--- config.mk ---
export PLATFORM = sky130hd
export DESIGN_NAME = pc_fetch_ctrl
export DESIGN_NICKNAME = d
export VERILOG_FILES = /design/src/rtl/pc_fetch_ctrl.sv
export SDC_FILE = /design/constraint.sdc
export NUM_CORES = 1
export LEC_CHECK = 0
export CAP_MARGIN = 20
export CORE_UTILIZATION = 37
export DETAILED_ROUTE_END_ITERATION = 10
export GPL_ROUTABILITY_DRIVEN = 0
export PLACE_DENSITY_LB_ADDON = 0.25
export SYNTH_ARGS = -nofsm -noshare
export SYNTH_HDL_FRONTEND = slang
export SYNTH_SLANG_ARGS = --single-unit
export TNS_END_PERCENT = 1
--- constraint.sdc ---
create_clock -name clk -period 1.7 [get_ports clk]
set_clock_uncertainty 0.1 [all_clocks]
set_input_delay 0.255 -clock clk [delete_from_list [all_inputs] [get_ports clk]]
set_output_delay 0.255 -clock clk [all_outputs]
set_load 0.02 [all_outputs]
--- src/rtl/pc_fetch_ctrl.sv ---
// Fetch sequencer: owns the program counter, issues one IMEM request at a
// time, holds each fetched word for decode and applies execute redirects,
// including redirects that land while a request is still outstanding.
//
// Handshakes:
//   imem_req/imem_ack: once imem_req rises, imem_req and imem_addr stay
//     constant until the cycle imem_ack=1; that cycle completes the request
//     and imem_rdata is sampled (or discarded if a redirect squashes it).
//   instr_valid/instr_ready: a transfer to decode happens on a cycle with
//     instr_valid=1 and instr_ready=1 and no branch_taken; while instr_valid=1
//     and no transfer happens, instr_data/instr_pc stay constant. A branch in
//     the same cycle squashes the held word instead of transferring it.
module pc_fetch_ctrl #(
  parameter logic [31:0] RESET_PC = 32'h0000_0000,
  parameter logic [31:0] PC_STEP  = 32'd4
) (
  input  logic        clk,
  input  logic        rst,
  input  logic        branch_taken,
  input  logic [31:0] branch_target,
  output logic [31:0] pc_seq,
  output logic [31:0] pc_branch,
  output logic        pc_select,
  input  logic [31:0] pc_next,
  output logic        imem_req,
  output logic [31:0] imem_addr,
  input  logic        imem_ack,
  input  logic [31:0] imem_rdata,
  output logic        instr_valid,
  input  logic        instr_ready,
  output logic [31:0] instr_data,
  output logic [31:0] instr_pc,
  output logic [1:0]  dbg_state
);

  typedef enum logic [1:0] {
    IDLE  = 2'd0,
    FETCH = 2'd1,
    HOLD  = 2'd2,
    DRAIN = 2'd3
  } state_t;

  state_t      state;
  state_t      state_nx;
  logic [31:0] pc;
  logic [31:0] pc_nx;
  logic [31:0] pend_target;
  logic [31:0] pend_target_nx;
  logic [31:0] instr_data_nx;
  logic [31:0] instr_pc_nx;

  // Datapath outputs toward pc_mux, IMEM and decode.
  assign pc_seq      = pc + PC_STEP;
  assign pc_select   = branch_taken | (state == DRAIN);
  assign pc_branch   = branch_taken ? branch_target : pend_target;
  assign imem_req    = (state == FETCH) || (state == DRAIN);
  assign imem_addr   = pc;
  assign instr_valid = (state == HOLD);
  assign dbg_state   = state;

  // Next-state logic; pc only loads pc_next on explicit update cycles.
  always_comb begin
    state_nx       = state;
    pc_nx          = pc;
    pend_target_nx = pend_target;
    instr_data_nx  = instr_data;
    instr_pc_nx    = instr_pc;
    case (state)
      IDLE: begin
        if (branch_taken) pc_nx = pc_next;
        state_nx = FETCH;
      end
      FETCH: begin
        if (imem_ack) begin
          pc_nx = pc_next;
          if (!branch_taken) begin
            instr_data_nx = imem_rdata;
            instr_pc_nx   = pc;
            state_nx      = HOLD;
          end
        end else if (branch_taken) begin
          // The request must complete before the redirect can be applied.
          pend_target_nx = branch_target;
          state_nx       = DRAIN;
        end
      end
      HOLD: begin
        if (branch_taken) begin
          pc_nx    = pc_next;
          state_nx = FETCH;
        end else if (instr_ready) begin
          state_nx = FETCH;
        end
      end
      DRAIN: begin
        if (branch_taken) pend_target_nx = branch_target;
        if (imem_ack) begin
          // pc_select is forced high here, so pc_next carries the newest target.
          pc_nx    = pc_next;
          state_nx = FETCH;
        end
      end
      default: state_nx = IDLE;
    endcase
  end

  // State and datapath registers with synchronous reset.
  always_ff @(posedge clk) begin
    if (rst) begin
      state       <= IDLE;
      pc          <= RESET_PC;
      pend_target <= 32'h0;
      instr_data  <= 32'h0;
      instr_pc    <= 32'h0;
    end else begin
      state       <= state_nx;
      pc          <= pc_nx;
      pend_target <= pend_target_nx;
      instr_data  <= instr_data_nx;
      instr_pc    <= instr_pc_nx;
    end
  end

endmodule

==> impl_metrics.csv, run 1 <==
group,metric,value,unit
sta,setup_viol,26,
sta,fmax,452,MHz
grt,grt_pass1_vias,5407,
grt,grt_use_met2,37.0,%
run_status,status,"finished with violations",
power,cellPowerDensity,895,mW/mm²
logic_synthesis,synth_fp_nets,770,
power,peakVddDrop,608,µV
grt,grt-ovfl-total,0,
sta,min_period,2.21,ns
clocking,holdBufCountCts,0,
cells_and_area,syn2layout_area_growth,70.9,%
clocking,numClockSinks,130,
route,via_count,5711,
cells_and_area,nFillCells,1280,
floorplan,die-width,125,µm
hold_path,hold_path.class,"primary input to flip-flop",
logic_synthesis,syn_area_per_cell,8.34,µm²
setup_path,slowest_delay,0.37,ns
cells_and_area,stdcell_count,1174,
placed_design,dpl.cell_count,1140,
logic_synthesis,synth_area_leaders,"dfxtp_1 47%, nand2_1 14%, a21oi_1 8.8%",
run_status,violations,"setup timing",
logic_synthesis,ys_seq_area_share,46.7,%
floorplan,boundaryPins,266,
setup_path,start_kind,"flip-flop",
logic_synthesis,syn_area,0.00557,mm²
setup_path,setup.worst_path.end_class,"output port",
logic_synthesis,synth_top_cell_by_area,"dfxtp_1",
setup_path,cp_num_buf_inv,2,
grt,grt_pass1_wl,27600,µm
placed_design,port_buffers,265,
setup_path,critical_path_required,1.34,ns
logic_synthesis,ys_seq_elements,130,
route,wirelength,17400,µm
cells_and_area,antenna_cells,0,
route,antenna_left,0,
setup_path,path_max_fanout,3,
sta,rsz0062_at_grt,"yes",
clocking,h-tree-depth,4,
sta,tightest_slew,0.334,ns
grt,grt_use_met1,26.9,%
setup_path,rrSetupSlack,0.22,ns
clocking,numCtsBuffers,17,
sta,finalCritPeriodShare,130,%
logic_synthesis,ys_types,34,
clocking,cts_tree,"yes",
sta,drv_slew,0,
grt,grt_max_degree,56,
floorplan,rows,44,
clocking,clkTransAtPathRegs,0.06,ns
floorplan,die_h,125,µm
setup_path,cp.arrival,1.86,ns
sta,slew_headroom,77.7,%
grt,grtUsageMet3,7.04,%
cells_and_area,layout.nets,1080,
power,p_leak,0.00433,µW
floorplan,dieArea,0.0156,mm²
cells_and_area,final_util,65.3,%
route,drt-wirelength-per-cell,14.8,µm
setup_path,path_cells,"ha_4, and3_4, nand4_4, buf_6, nor4_4, xor2_2, buf_6",
setup_path,cp_slowest_cell,"dfxtp_4",
setup_path,cpMostUsedCell,"buf_6",
placed_design,dp_slack,-0.609,ns
setup_path,path_class,"flip-flop to output port",
sta,hold_violations,0,
placed_design,hpwlAfterDp,12400,µm
floorplan,core,0.0146,mm²
clocking,cts_buffer_depth,2,
route,first_pass_iters,5,
route,vias_per_cell,4.86,
grt,grtUsageTotal,22.3,%
sta,fin_ws,-0.511,ns
grt,antenna_found_initial,0,
clocking,clk-insertion-delay-late,0.41,ns
grt,gr-max-usage-layer,"met2",
setup_path,crit_family,"simple AND/OR/NAND/NOR gates",
clocking,root_buffer,"clkbuf_16",
route,drt_iter0_markers,252,
cells_and_area,drive_gt1_share,26.7,%
floorplan,start_util,38.2,%
logic_synthesis,yosysWarnings,0,
logic_synthesis,synth_cells,668,
flow_run,max_cap_violations,0,
route,drc_errors,0,
logic_synthesis,netlist.area_leader.share,46.7,%
-- routing by layer --
layer / wire length (µm) / up-vias
met4: 326 / 0
met2: 8360 / 220
li1: - / 2833
met5: 0 / -
met3: 1260 / 27
met1: 7470 / 2631
-- stage by stage --
stage | setup TNS (ns) | instance area (µm²) | hold WS (ns) | total power, µW
global route | -13.16 | 9520 | 0.139 | 8860
global placement | -71.57 | 9110 | 0.341 | 4960
CTS | -11.34 | 9630 | 0.120 | 8630
finish | -10.61 | 9520 | 0.139 | 8520
detailed placement | -77.86 | 9110 | 0.346 | 4970
floorplan | -2.53 | 5780 | 0.285 | 4080
-- final timing paths --
check | from | to | cells after the start
worst max-delay path | imem_addr[3]$_SDFFE_PP0P_ | pc_seq[26] | 7
worst min-delay path | rst | instr_pc[27]$_SDFFE_PP0P_ | 2
worst max register to register | dbg_state[1]$_SDFFE_PP0P_ | pend_target[2]$_SDFFE_PP0P_ | 6
worst min register to register | instr_data[3]$_SDFFE_PP0P_ | instr_data[3]$_SDFFE_PP0P_ | 2
-- Yosys cell counts --
library cell	number
mux2_2	32
nor2_1	36
nor3_2	1
a21boi_2	1
xnor2_1	15
nand4_1	10
and2_1	3
nand4b_1	1
nand3_1	10
nand3_2	1
nor2b_1	1
buf_1	1
inv_1	4
nor3_1	7
buf_4	9
a21oi_1	98
buf_2	15
and3_1	6
o21ai_1	1
nand2_1	202
and2_0	1
xor2_1	13
nor3b_2	1
dfxtp_1	130
clkbuf_1	23
o21a_1	1
and4_4	1
nor4_2	3
ha_1	1
or3_1	1
o21ai_0	3
nand4_4	1
mux2i_1	32
and4_1	3
-- logic make-up (layout without fill, tap and decap cells) --
family / after synthesis / in the layout / share of synthesized area [%]
AO/OA/AOI/OAI: 104 / 104 / 9.50
XOR/XNOR: 28 / 28 / 4.40
adder cells (fa/ha/maj): 1 / 1 / 0.225
buffers and inverters: 52 / 374 / 4.45
flip-flops: 130 / 130 / 46.7
multiplexers: 64 / 64 / 12.2
AND/OR/NAND/NOR: 289 / 289 / 22.5
-- power breakdown --
part	internal, µW	total [µW]	leakage (µW)	switching, µW
clock	2380	3750	0.000296	1360
sequential	3170	3250	0.00107	79.3
combinational	736	1520	0.00297	781
-- flip-flops by register name (all words and copies together) (netlist names) --
| register | flops |
|---|---|
| imem_addr | 32 |
| dbg_state | 2 |
| pend_target | 32 |
| instr_pc | 32 |
| instr_data | 32 |
-- layout by cell type (no fill, tap or decap), drive strengths merged, types with 6 or more instances in the layout --
cell type	netlist	routed
nand2	202	202
dfxtp	130	130
buf	25	105
dlygate4sd2	0	100
a21oi	98	98
clkdlybuf4s50	0	98
clkbuf	23	44
nor2	36	36
mux2	32	32
mux2i	32	32
xnor2	15	15
xor2	13	13
nand4	11	11
nand3	11	11
clkdlybuf4s15	0	11
nor3	8	8
inv	4	7
and3	6	6
-- timing repair --
action | 4_1_cts | 5_1_grt
endpoints found under the setup margin | 250 | 56
buffers inserted | 2 | 1
hold endpoints to repair | 0 | 0
gates cloned | 0 | 0
resized for setup | 344 | 32
pin swaps | 15 | 3
-- area by class of cell --
| class | count | area, µm² | share of cell area (%) |
|---|---|---|---|
| tap | 184 | 230 | 2.42 |
| clock inverter | 12 | 155 | 1.63 |
| sequential | 130 | 2630 | 27.7 |
| timing repair buffer | 339 | 3050 | 32.0 |
| multi-input combinational | 486 | 2980 | 31.3 |
| inverter | 4 | 15.0 | 0.158 |
| clock buffer | 19 | 453 | 4.76 |
No activity file was read; power rests on OpenSTA's default activity.
==> run 2: changes to the inputs <==
--- a/config.mk
+++ b/config.mk
@@ -5,8 +5,9 @@
 export SDC_FILE = /design/constraint.sdc
 export NUM_CORES = 1
 export LEC_CHECK = 0
+export ABC_AREA = 1
 export CAP_MARGIN = 20
-export CORE_UTILIZATION = 37
+export CORE_UTILIZATION = 35
 export DETAILED_ROUTE_END_ITERATION = 10
 export GPL_ROUTABILITY_DRIVEN = 0
 export PLACE_DENSITY_LB_ADDON = 0.25
==> run 2 against run 1 <==
Net effect:
- the flow still finishes with violations (setup timing)
- final cell count rose by 20%
- register-to-register slack got worse by 0.08 ns
- sequential power rose by 9.2%
- cell area rose by 7.4%
- sequential share of layout area fell by 1.9 points
- first-iteration DRC count rose by 36%
- flip-flop and latch count did not move
- clock power rose by 2%
- critical path depth rose by 2
- non-clock buffer count rose by 54
- maximum frequency rose by 5.8%
- synthesized cell count rose by 23%
- critical endpoint is now pc_seq[30]
- critical path type unchanged
==> impl_metrics.csv, run 2 <==
group,metric,value,unit
run_status,status,"finished with violations",
run_status,violations,"setup timing",
grt,grtUsageTotal,24.4,%
setup_path,crit_end,"pc_seq[30]",
setup_path,cp.arrival,1.74,ns
placed_design,dp_slack,-0.566,ns
power,switchingPower,2940,µW
floorplan,rows,46,
setup_path,cp_num_buf_inv,3,
route,vias_per_cell,4.70,
logic_synthesis,synth_cells,821,
route,drc_errors,0,
power,p_seq_share,35.6,%
placed_design,hpwlAfterDp,14900,µm
floorplan,core,0.0159,mm²
logic_synthesis,ys_seq_elements,130,
grt,grt_use_met1,28.9,%
sta,slew_headroom,80.7,%
logic_synthesis,syn_area,0.00568,mm²
flow_run,max_cap_violations,0,
route,wirelength,20500,µm
logic_synthesis,ys_types,26,
floorplan,die_h,129,µm
power,power_frac_clock,38.5,%
logic_synthesis,synth_area_leaders,"dfxtp_1 46%, nor2_1 14%, nand2_1 12%",
grt,antenna_found_initial,0,
grt,gr-max-usage-layer,"met2",
logic_synthesis,synth_top_cell_by_area,"dfxtp_1",
cells_and_area,most-common-layout-cells,"192 x nor2_1, 166 x nand2_1, 133 x buf_4",
cells_and_area,nFillCells,1464,
hold_path,hold_path.class,"primary input to flip-flop",
grt,grt_pass1_wl,31300,µm
grt,grtUsageMet3,8.34,%
logic_synthesis,synth_fp_nets,923,
logic_synthesis,yosysMostFrequentCell,"nor2_1",
sta,tightest_slew,0.291,ns
power,peakVddDrop,702,µV
route,drt_iter0_markers,342,
setup_path,r2r-start,"dbg_state[1]$_SDFFE_PP0P_",
power,switching_share,29.5,%
sta,drv_slew,0,
logic_synthesis,yosysWarnings,0,
setup_path,r2r-end,"instr_pc[12]$_SDFFE_PP0P_",
sta,rsz0062_at_grt,"yes",
clocking,cts_buffer_depth,2,
logic_synthesis,syn_area_per_cell,6.91,µm²
sta,setup_viol,28,
logic_synthesis,ys_seq_area_share,45.9,%
floorplan,start_util,35.7,%
route,via_count,6645,
grt,grt-ovfl-total,0,
cells_and_area,stdcell_count,1413,
setup_path,start_kind,"flip-flop",
route,drt-wirelength-per-cell,14.5,µm
cells_and_area,drive_gt1_share,24.0,%
clocking,root_buffer,"clkbuf_16",
setup_path,cp_slowest_cell,"dfxtp_4",
clocking,numCtsBuffers,17,
logic_synthesis,netlist.area_leader.share,45.9,%
clocking,clk-insertion-delay-late,0.41,ns
sta,finalCritPeriodShare,123,%
floorplan,boundaryPins,266,
setup_path,slowest_delay,0.37,ns
placed_design,dpl.cell_count,1377,
power,p_int,7030,µW
cells_and_area,syn2layout_area_growth,80.2,%
power,p_comb_share,25.9,%
setup_path,cp_num_cells,9,
floorplan,dieArea,0.0167,mm²
setup_path,setup.worst_path.start,"imem_addr[3]$_SDFFE_PP0P_",
setup_path,rrSetupSlack,0.14,ns
logic_synthesis,async_flop_share,0,%
setup_path,path_cells,"ha_4, buf_4, nand3_2, nor2_2, buf_4, nand2_1, nand2_1, nand2_1, buf_4",
setup_path,critical_path_required,1.34,ns
sta,fmax,478,MHz
power,cellPowerDensity,975,mW/mm²
setup_path,reg2reg_depth,7,
grt,grt_max_degree,58,
route,first_pass_iters,5,
grt,grt_use_met2,40.8,%
sta,hold_violations,0,
clocking,numClockSinks,130,
cells_and_area,layout.nets,1285,
clocking,clkTransAtPathRegs,0.06,ns
setup_path,crit_family,"simple AND/OR/NAND/NOR gates",
setup_path,setup.worst_path.end_class,"output port",
route,antenna_left,0,
grt,grt_pass1_vias,6093,
clocking,cts_tree,"yes",
clocking,holdBufCountCts,0,
logic_synthesis,synth_edf_count,0,
logic_synthesis,synthFlopType,"dfxtp_1",
clocking,h-tree-depth,4,
sta,fin_tns_setup,-8.79,ns
setup_path,path_max_fanout,3,
floorplan,die-width,129,µm
setup_path,path_class,"flip-flop to output port",
logic_synthesis,synth_top_cells_by_count,"217 x nor2_1, 184 x nand2_1, 130 x dfxtp_1, 128 x o21ai_0, 32 x a31oi_1",
sta,fin_ws,-0.390,ns
placed_design,port_buffers,265,
power,p_leak,0.00476,µW
cells_and_area,final_common_cell,"nor2_1",
sta,min_period,2.09,ns
==> run 2: final cells by class <==
| type | instances | area, µm² | area share [%] |
|---|---|---|---|
| tap | 216 | 270 | 2.64 |
| antenna | 1 | 2.50 | 0.0245 |
| multi-input combinational | 617 | 3060 | 29.9 |
| sequential | 130 | 2640 | 25.8 |
| timing repair buffer | 393 | 3540 | 34.6 |
| clock inverter | 8 | 124 | 1.21 |
| clock buffer | 24 | 502 | 4.91 |
| inverter | 24 | 91.3 | 0.893 |
==> run 2: how the worst min path moves through the flow <==
| stage | from | cells past startpoint | to | slack, ns |
|---|---|---|---|---|
| floorplan | pc_next[10] | 2 | imem_addr[10]$_SDFFE_PP0P_ | 0.32 |
| global placement | instr_data[29]$_SDFFE_PP0P_ | 2 | instr_data[29]$_SDFFE_PP0P_ | 0.36 |
| detailed placement | instr_pc[23]$_SDFFE_PP0P_ | 2 | instr_pc[23]$_SDFFE_PP0P_ | 0.37 |
| CTS | branch_target[22] | 3 | pend_target[22]$_SDFFE_PP0P_ | 0.31 |
| global route | branch_target[20] | 3 | pend_target[20]$_SDFFE_PP0P_ | 0.35 |
| finish | branch_target[22] | 3 | pend_target[22]$_SDFFE_PP0P_ | 0.33 |
==> run 2: logic make-up (layout without fill, tap and decap cells) <==
group	count (synthesis)	in the layout	share of synthesized area, %
and+or+nand+nor	425	425	29.5
AOI/OAI and AO/OA	173	173	16.0
DFF	130	130	45.9
buffers and inverters	74	449	5.69
xor gates and xnor gates	18	18	2.78
adders and majority gates	1	1	0.220
other	0	1	0
==> run 2: power by group through the flow <==
| stage | Clock, µW | Combinational (µW) | Sequential (µW) |
|---|---|---|---|
| 2_1_floorplan | 0 | 979 | 3830 |
| 3_3_place_gp | 0 | 2720 | 3590 |
| 3_5_place_dp | 0 | 2740 | 3590 |
| 4_1_cts | 3910 | 2560 | 3540 |
| 5_1_grt | 4050 | 2790 | 3580 |
| 6_report | 3840 | 2580 | 3550 |
==> run 2: worst register-to-register path, delay by kind of cell, from the launching register on <==
kind / cells / cell delay, ns
flops: 1 / 0.33
simple gates: 4 / 0.44
buf+inv: 3 / 0.62
==> run 2: timing repair <==
action                     CTS  global route
gates resized for setup    337            76
setup endpoints to repair  165            62
pin swaps                   16            15
setup buffers                1             2
==> run 2: layer usage <==
| metal | share of wire (%) | vias to the layer above |
|---|---|---|
| li1 | - | 3378 |
| met1 | 41 | 3012 |
| met2 | 47 | 222 |
| met3 | 9.2 | 33 |
| met4 | 2.4 | 0 |
| met5 | 0 | - |
==> run 2: per-stage QoR <==
step / hold slack, ns / power [µW] / util [%] / cell area [µm²]
after floorplan: 0.319 / 4800 / - / 5780
after global placement: 0.361 / 6310 / 60.0 / 9530
after detailed placement: 0.371 / 6330 / 60.0 / 9530
after CTS: 0.314 / 10000 / 63.6 / 10100
after global routing: 0.347 / 10400 / 64.4 / 10200
final: 0.330 / 9970 / 64.4 / 10200
